$ cat config.mk
export PLATFORM = sky130hd
export DESIGN_NAME = sum_accumulator
export DESIGN_NICKNAME = d
export VERILOG_FILES = /design/src/rtl/sum_accumulator.sv
export SDC_FILE = /design/constraint.sdc
export NUM_CORES = 1
export LEC_CHECK = 0
export CAP_MARGIN = 20
export CORE_MARGIN = 1
export CORE_UTILIZATION = 60
export CTS_CLUSTER_SIZE = 20
export DETAILED_ROUTE_END_ITERATION = 7
export DONT_BUFFER_PORTS = 1
export PLACE_DENSITY = 0.86
export REMOVE_ABC_BUFFERS = 1
export SLEW_MARGIN = 20
export SYNTH_ARGS = -nofsm -noshare
export SYNTH_HDL_FRONTEND = slang
export SYNTH_SLANG_ARGS = --single-unit
$ cat constraint.sdc
create_clock -name clk -period 2.7 [get_ports clk]
set_input_delay 0.675 -clock clk [delete_from_list [all_inputs] [get_ports clk]]
set_output_delay 0.675 -clock clk [all_outputs]
set_load 0.02 [all_outputs]
$ cat src/rtl/sum_accumulator.sv
// Batch accumulator: adds COUNT 17-bit sums from the upstream adder and presents the total.
// Optional macro ACC_SATURATE_EN: clamp the accumulator at all-ones on overflow instead of wrapping.
module sum_accumulator #(
    parameter int COUNT = 8,
    parameter int ACC_W = 24
) (
    input  logic             clk,
    input  logic             rst,
    input  logic [16:0]      sum_in,
    input  logic             in_valid,
    output logic             in_ready,
    output logic [ACC_W-1:0] acc_out,
    output logic             out_valid,
    input  logic             out_ready,
    output logic             ovf,
    output logic [1:0]       o_state
);
    typedef enum logic [1:0] {
        IDLE  = 2'd0,
        ACCUM = 2'd1,
        DONE  = 2'd2
    } state_t;

    localparam logic [7:0] CNT_LAST = 8'(COUNT);

    generate
        if (COUNT < 1 || COUNT > 255) begin : g_bad_count
            $error("sum_accumulator: COUNT must be in 1..255");
        end
        if (ACC_W < 17) begin : g_bad_width
            $error("sum_accumulator: ACC_W must be at least 17");
        end
    endgenerate

    state_t           r_state, w_state_nxt;
    logic [ACC_W-1:0] r_acc, w_acc_nxt;
    logic [7:0]       r_cnt, w_cnt_nxt;
    logic             r_ovf, w_ovf_nxt;

    logic             w_accept;
    logic [ACC_W:0]   w_sum;
    logic             w_carry;
    logic [ACC_W-1:0] w_acc_add;
    logic [7:0]       w_cnt_inc;

    // Both ports are valid/ready: a word moves on a rising edge where valid and ready are
    // both 1; the producer holds its data while ready is 0, and ready never looks at valid.
    assign w_accept  = in_valid & in_ready;

    assign w_sum     = {1'b0, r_acc} + (ACC_W+1)'(sum_in);
    assign w_carry   = w_sum[ACC_W];
    assign w_cnt_inc = r_cnt + 8'd1;

`ifdef ACC_SATURATE_EN
    // Once clamped, any further non-zero add carries again, so the value stays pinned.
    assign w_acc_add = w_carry ? {ACC_W{1'b1}} : w_sum[ACC_W-1:0];
`else
    assign w_acc_add = w_sum[ACC_W-1:0];
`endif

    always_comb begin
        w_state_nxt = r_state;
        w_acc_nxt   = r_acc;
        w_cnt_nxt   = r_cnt;
        w_ovf_nxt   = r_ovf;
        case (r_state)
            IDLE: begin
                if (w_accept) begin
                    w_acc_nxt   = ACC_W'(sum_in);
                    w_cnt_nxt   = 8'd1;
                    w_ovf_nxt   = 1'b0;
                    w_state_nxt = (COUNT == 1) ? DONE : ACCUM;
                end
            end
            ACCUM: begin
                if (w_accept) begin
                    w_acc_nxt = w_acc_add;
                    w_cnt_nxt = w_cnt_inc;
                    w_ovf_nxt = r_ovf | w_carry;
                    if (w_cnt_inc == CNT_LAST) begin
                        w_state_nxt = DONE;
                    end
                end
            end
            DONE: begin
                if (out_ready) begin
                    w_state_nxt = IDLE;
                end
            end
            default: w_state_nxt = IDLE;
        endcase
    end

    always_ff @(posedge clk or posedge rst) begin
        if (rst) begin
            r_state <= IDLE;
            r_acc   <= '0;
            r_cnt   <= '0;
            r_ovf   <= 1'b0;
        end else begin
            r_state <= w_state_nxt;
            r_acc   <= w_acc_nxt;
            r_cnt   <= w_cnt_nxt;
            r_ovf   <= w_ovf_nxt;
        end
    end

    assign in_ready  = (r_state != DONE);
    assign out_valid = (r_state == DONE);
    assign acc_out   = r_acc;
    assign ovf       = r_ovf;
    assign o_state   = r_state;

    // A presented result must not move until the consumer takes it.
    a_done_stable: assert property (@(posedge clk) disable iff (rst)
        (r_state == DONE && !out_ready) |=> ($stable(r_acc) && $stable(r_ovf) && r_state == DONE));

    a_cnt_bound: assert property (@(posedge clk) disable iff (rst)
        (r_cnt <= CNT_LAST));

    a_state_legal: assert property (@(posedge clk) disable iff (rst)
        (r_state == IDLE || r_state == ACCUM || r_state == DONE));

endmodule

After elaboration in Yosys (flattened, before gate mapping) --
Cells that the tools add are included.
Storage, ports and cells: register bits after elaboration 35, bits of input ports 21, output and inout bits 29, word-level logic and storage cells 34
Operators by class: $add $sub $neg 2, equal/unequal tests 8, mux-type cells 14, bitwise logic cells 2, reductions and logical operators 4
Operators by type and width (count):
- $mux 24 | 2
- $pmux 24 s2 | 1
- $add 24x17->25 | 1
- $mux 8 | 2
- $pmux 8 s2 | 1
- $add 8x1->8 const B | 1
- $eq 8x4->1 const B | 1
- $mux 2 | 4
- $ne 2x2->1 const B | 4
- $pmux 2 s3 | 1
- $reduce_and 4->1 | 1
- $reduce_and 3->1 | 1
- $eq 2x1->1 const B | 1
- $eq 2x2->1 const B | 1
- $logic_not 2->1 | 1
- $mux 1 | 2
- $ne 2x1->1 const B | 1
- $pmux 1 s2 | 1
- $reduce_bool 2->1 | 1
- $and 1x1->1 | 1
- $or 1x1->1 | 1

Longest topological paths before layout --
depth in word-level cells 5, mapped depth 10, mapped depth without buffers 10

Least setup slack after synthesis --
OpenSTA, ideal clock, no wires.
path type input -> register, start in sum_in[0], end reg r_acc[22], in the netlist acc_out[22], library setup time 69 ps, data arrival time 2720 ps, required time 2631 ps, path slack -90 ps, stages 10, path buffers 0, cell sequence ha_1 > inv_1 > fa_1 > nand2b_1 > a21oi_2 > o21ai_0 > o311ai_1 > nand2b_1 > or4_1 > nand3_1
Between the ends: word-level cells in the longest chain between the ends 3
Ends and longest elaborated chain:
- start: declaration | RTL line 9 | input logic [16:0] sum_in,
- $add 24x17->25 | RTL line 50 | assign w_sum = {1'b0, r_acc} + (ACC_W+1)'(sum_in);
- $mux 24 | RTL line 76 | if (w_accept) begin
- $pmux 24 s2 | RTL line 66 | case (r_state)
- end signal: assignment | RTL line 102 | r_acc <= w_acc_nxt;
- end: declaration | RTL line 36 | logic [ACC_W-1:0] r_acc, w_acc_nxt;
No other way between the ends. The select of a mux whose other input is x is not followed. A chain may end at the register's enable or synchronous reset.

Worst setup path after layout --
start reg r_acc[3], in the netlist acc_out[3], end reg r_acc[21], in the netlist acc_out[21]
Between the ends: word-level cells in the longest chain between the ends 3
Ends and longest elaborated chain (RTL line):
- $add 24x17->25 | 50
- $mux 24 | 76
- $pmux 24 s2 | 66
No other way between the ends. The select of a mux whose other input is x is not followed.

==> metrics.md <==
| Metric | Value |
|---|---|
| Status | `complete, no violations` |
| Largest net degree at the start of global routing | `36` |
| Number of remaining DRC errors | `0` |
| Fin cells | `369` |
| Total clock sinks | `35` |
| Worst slew margin | `0.6385` |
| Rows | `23` |
| # setup viols final | `0` |
| Most frequent cell on the critical path | `a21oi_1` |
| Multi-input gate area | `1659 sq um` |
| Inst Count DP | `between 300 and 400` |
| TritonCTS buffer count | `5` |
| Via count | `2320` |
| Pwr per Cell Area | `between 1000 and 1500 nW/um^2` |
| Vias in the first global route | `2192` |
| Period minus WS final | `2524 ps` |
| Sequential Power Share | `0.322` |
| Die ar. | `4600 sq um` |
| Clk network pwr share | `0.157` |
| Iteration-0 DRC Markers | `120` |
| I/O pin total | `50` |
| Diode count | `0` |
| Area growth syn-to-layout | `13.38%` |
| Leakage | `0.001371 uW` |
| CP Class | `reg2reg` |
| Final Hold Violating Endpoints | `0` |
| Reg clk slew, reported paths | `80 ps` |
| Logic gate share of total power | `0.520` |
| Hold Crit Class | `in2async` |
| Hold WS | `366.9 ps` |
| Sw Ratio | `0.4487` |
| Layout Skew | `11.27 ps` |
| Peak supply drop | `713.5 uV` |
| Fillers | `319` |
| Max-Cap Viols | `0` |
| Startpoint type of the worst setup path | `register` |
| First-pass DRT Iterations | `4` |
| Initial antenna violation count | `0` |
| Yosys reg bits | `35` |
| P_sw | `1668 uW` |
| Die height | `roughly 68 um` |
| Post-DP HPWL | `4264 um` |
| Unrepaired setup endpoints after global routing | `false` |
| Fin util | `0.7214` |
| GRT Overall Usage | `0.2869` |
| Top_reg_cell synth | `dfrtp_1` |
| CP top delay family | `compound AO/OA/AOI/OAI gates` |
| CP max FO | `5` |
| Slew @ Worst Pin | `542.2 ps` |
| Placeable core area | `approximately 4100 sq um` |
| Worst path max stage delay | `roughly 470 ps` |
| CP Capture Type | `register` |
| Nets | `358` |
| Final wirelength | `slightly above 6000 um` |
| Synth Instances | `299` |
| IO buf count | `0` |
| Die Width | `around 68 um` |
| Worst path bufs/invs | `0` |
| Routed len/inst | `between 15 and 20 um` |
| Yosys warns | `0` |
| Register area share after synthesis | `0.3369` |
| Syn avg cell area | `8.696 sq um` |
| Layout cells sized above 1 | `0.1379` |
| Final Cell Area | `between 2000 and 3000 sq um` |
| Count of cell types in the netlist | `49` |
| Maximum root-to-sink buffer count | `2` |
| Post-synth EDFFs | `0` |
| Crit path max-delay cell type | `dfrtp_1` |
| CTS Root Cell | `clkbuf_8` |
| Slew Viols, Final | `0` |
| Fin crit share | `0.9347` |
| Post-Syn Area | `about 2600 sq um` |
| Critical-path cell list | `ha_1 -> a21o_1 -> a21oi_1 -> a21oi_1 -> a2111oi_4 -> nor3b_1 -> mux2_1 -> a22o_1` |
| Vias per cell | `between 6 and 7` |
| First-pass GRT wire length | `9660 um` |
| Async S/R FF share, synth | `1.000` |
| Post-CTS setup repair buffer count | `0` |
| WP data arrival | `roughly 2700 ps` |
| Max Clock Freq | `0.3963 GHz` |
| Initial cell density of the core | `0.6363` |
| Worst skew pair latency | `300 ps` |
| # H-tree levels | `2` |
| Placed cell areas | `2800 sq um` |
| Power Internal | `2049 uW` |
| Routed Antenna Nets | `0` |
| CTS tree | `done` |
| Reg area | `~880 sq um` |
| GRT overflow | `0` |
| Routability cong. | `slightly below 0.9` |
| CP required | `2880 ps` |
==> cells in the mapped netlist, types with 8 or more instances <==
cell type / number / area share
ha_1: 18 / 0.087
nor3_1: 9 / 0.017
nor3b_1: 9 / 0.026
mux2i_1: 10 / 0.039
nand3_1: 13 / 0.025
clkbuf_1: 11 / 0.016
nor2_1: 12 / 0.017
xnor2_1: 9 / 0.030
dfrtp_1: 35 / 0.34
nand2_1: 35 / 0.051
o21ai_0: 25 / 0.048
a21oi_1: 23 / 0.044
a22o_1: 8 / 0.027
inv_1: 9 / 0.013
a21o_1: 11 / 0.032
==> cell type report <==
type                    instances  area share
multi-input cells             243      0.5628
flip-flops and latches         35      0.2971
repair buffers                 24     0.06112
clock buffers                   5     0.02334
clock inverters                 3     0.02292
well taps                      50     0.02122
inverters                       9     0.01146
==> cell usage in the layout (no fill, tap or decap), drive strengths merged, types with 6 or more instances in the layout <==
master | netlist | final
dfrtp | 35 | 35
nor3b | 9 | 9
nand2 | 35 | 35
mux2i | 10 | 10
nor2 | 12 | 12
inv | 9 | 9
a21oi | 25 | 25
nand2b | 6 | 6
a22o | 8 | 8
a31oi | 6 | 6
o21ai | 26 | 26
nand3 | 13 | 13
nor3 | 9 | 9
xnor2 | 9 | 9
a21o | 11 | 11
ha | 18 | 18
buf | 1 | 24
==> metrics by stage <==
stage	TNS, ps	worst slack, ps	power [uW]
after floorplan	-186.8	-94.28	2559
final	0	176.4	3717
after global routing	0	17.32	3988
after CTS	0	90.40	3693
after detailed placement	-628.9	-204.5	3076
after global placement	-234.0	-101.6	2989
==> flip-flops by register name (all words and copies together), names as in the netlist <==
signal and flops:
ovf 1, o_state 2, acc_out 24, r_cnt 8
==> worst paths after layout <==
kind	start	endpoint	slack [ps]	depth (start not counted)
setup / recovery	acc_out[3]$_DFFE_PP0P_	acc_out[21]$_DFFE_PP0P_	180	8
hold / removal	rst	acc_out[22]$_DFFE_PP0P_	370	2
setup reg to reg	acc_out[3]$_DFFE_PP0P_	acc_out[21]$_DFFE_PP0P_	180	8
hold reg to reg	r_cnt[1]$_DFFE_PP0P_	r_cnt[1]$_DFFE_PP0P_	580	2
max in group asynchronous	rst	r_cnt[3]$_DFFE_PP0P_	2000	2
min in group clk	out_ready	o_state[1]$_DFFE_PP0P_	450	1
==> cell families after synthesis <==
logic type	synth area share
simple gates	0.2079
compound gates	0.2363
flops	0.3369
buf+inv	0.03032
fa+ha+maj	0.09432
xor+xnor	0.04716
mux	0.04716
==> power groups by stage <==
stage                     combinational, uW  sequential [uW]  clock, uW
after floorplan                        1370             1180          0
after detailed placement               1870             1200          0
after CTS                              1910             1200        588
after global placement                 1810             1180          0
after global routing                   2140             1240        607
final                                  1930             1200        584
==> worst register-to-register path, cell delays in order, from the launching register on <==
cell       delay, ps
dfrtp_1          470
ha_1             380
a21o_1           210
a21oi_1          230
a21oi_1          170
a2111oi_4        350
nor3b_1          110
mux2_1           320
a22o_1           170
==> layer usage <==
metal / track usage / share of wire / vias to the layer above
met5: 0 / 0 / -
met4: 0.1354 / 0.025 / 0
met3: 0.07167 / 0.056 / 13
met2: 0.4889 / 0.49 / 82
met1: 0.3365 / 0.42 / 1091
li1: - / - / 1134
==> repair_timing <==
action / CTS / global route
resized for setup: 0 / 2
setup endpoints to repair: 0 / 2
hold buffers: 0 / 0
(Power assumes the default switching activity.)
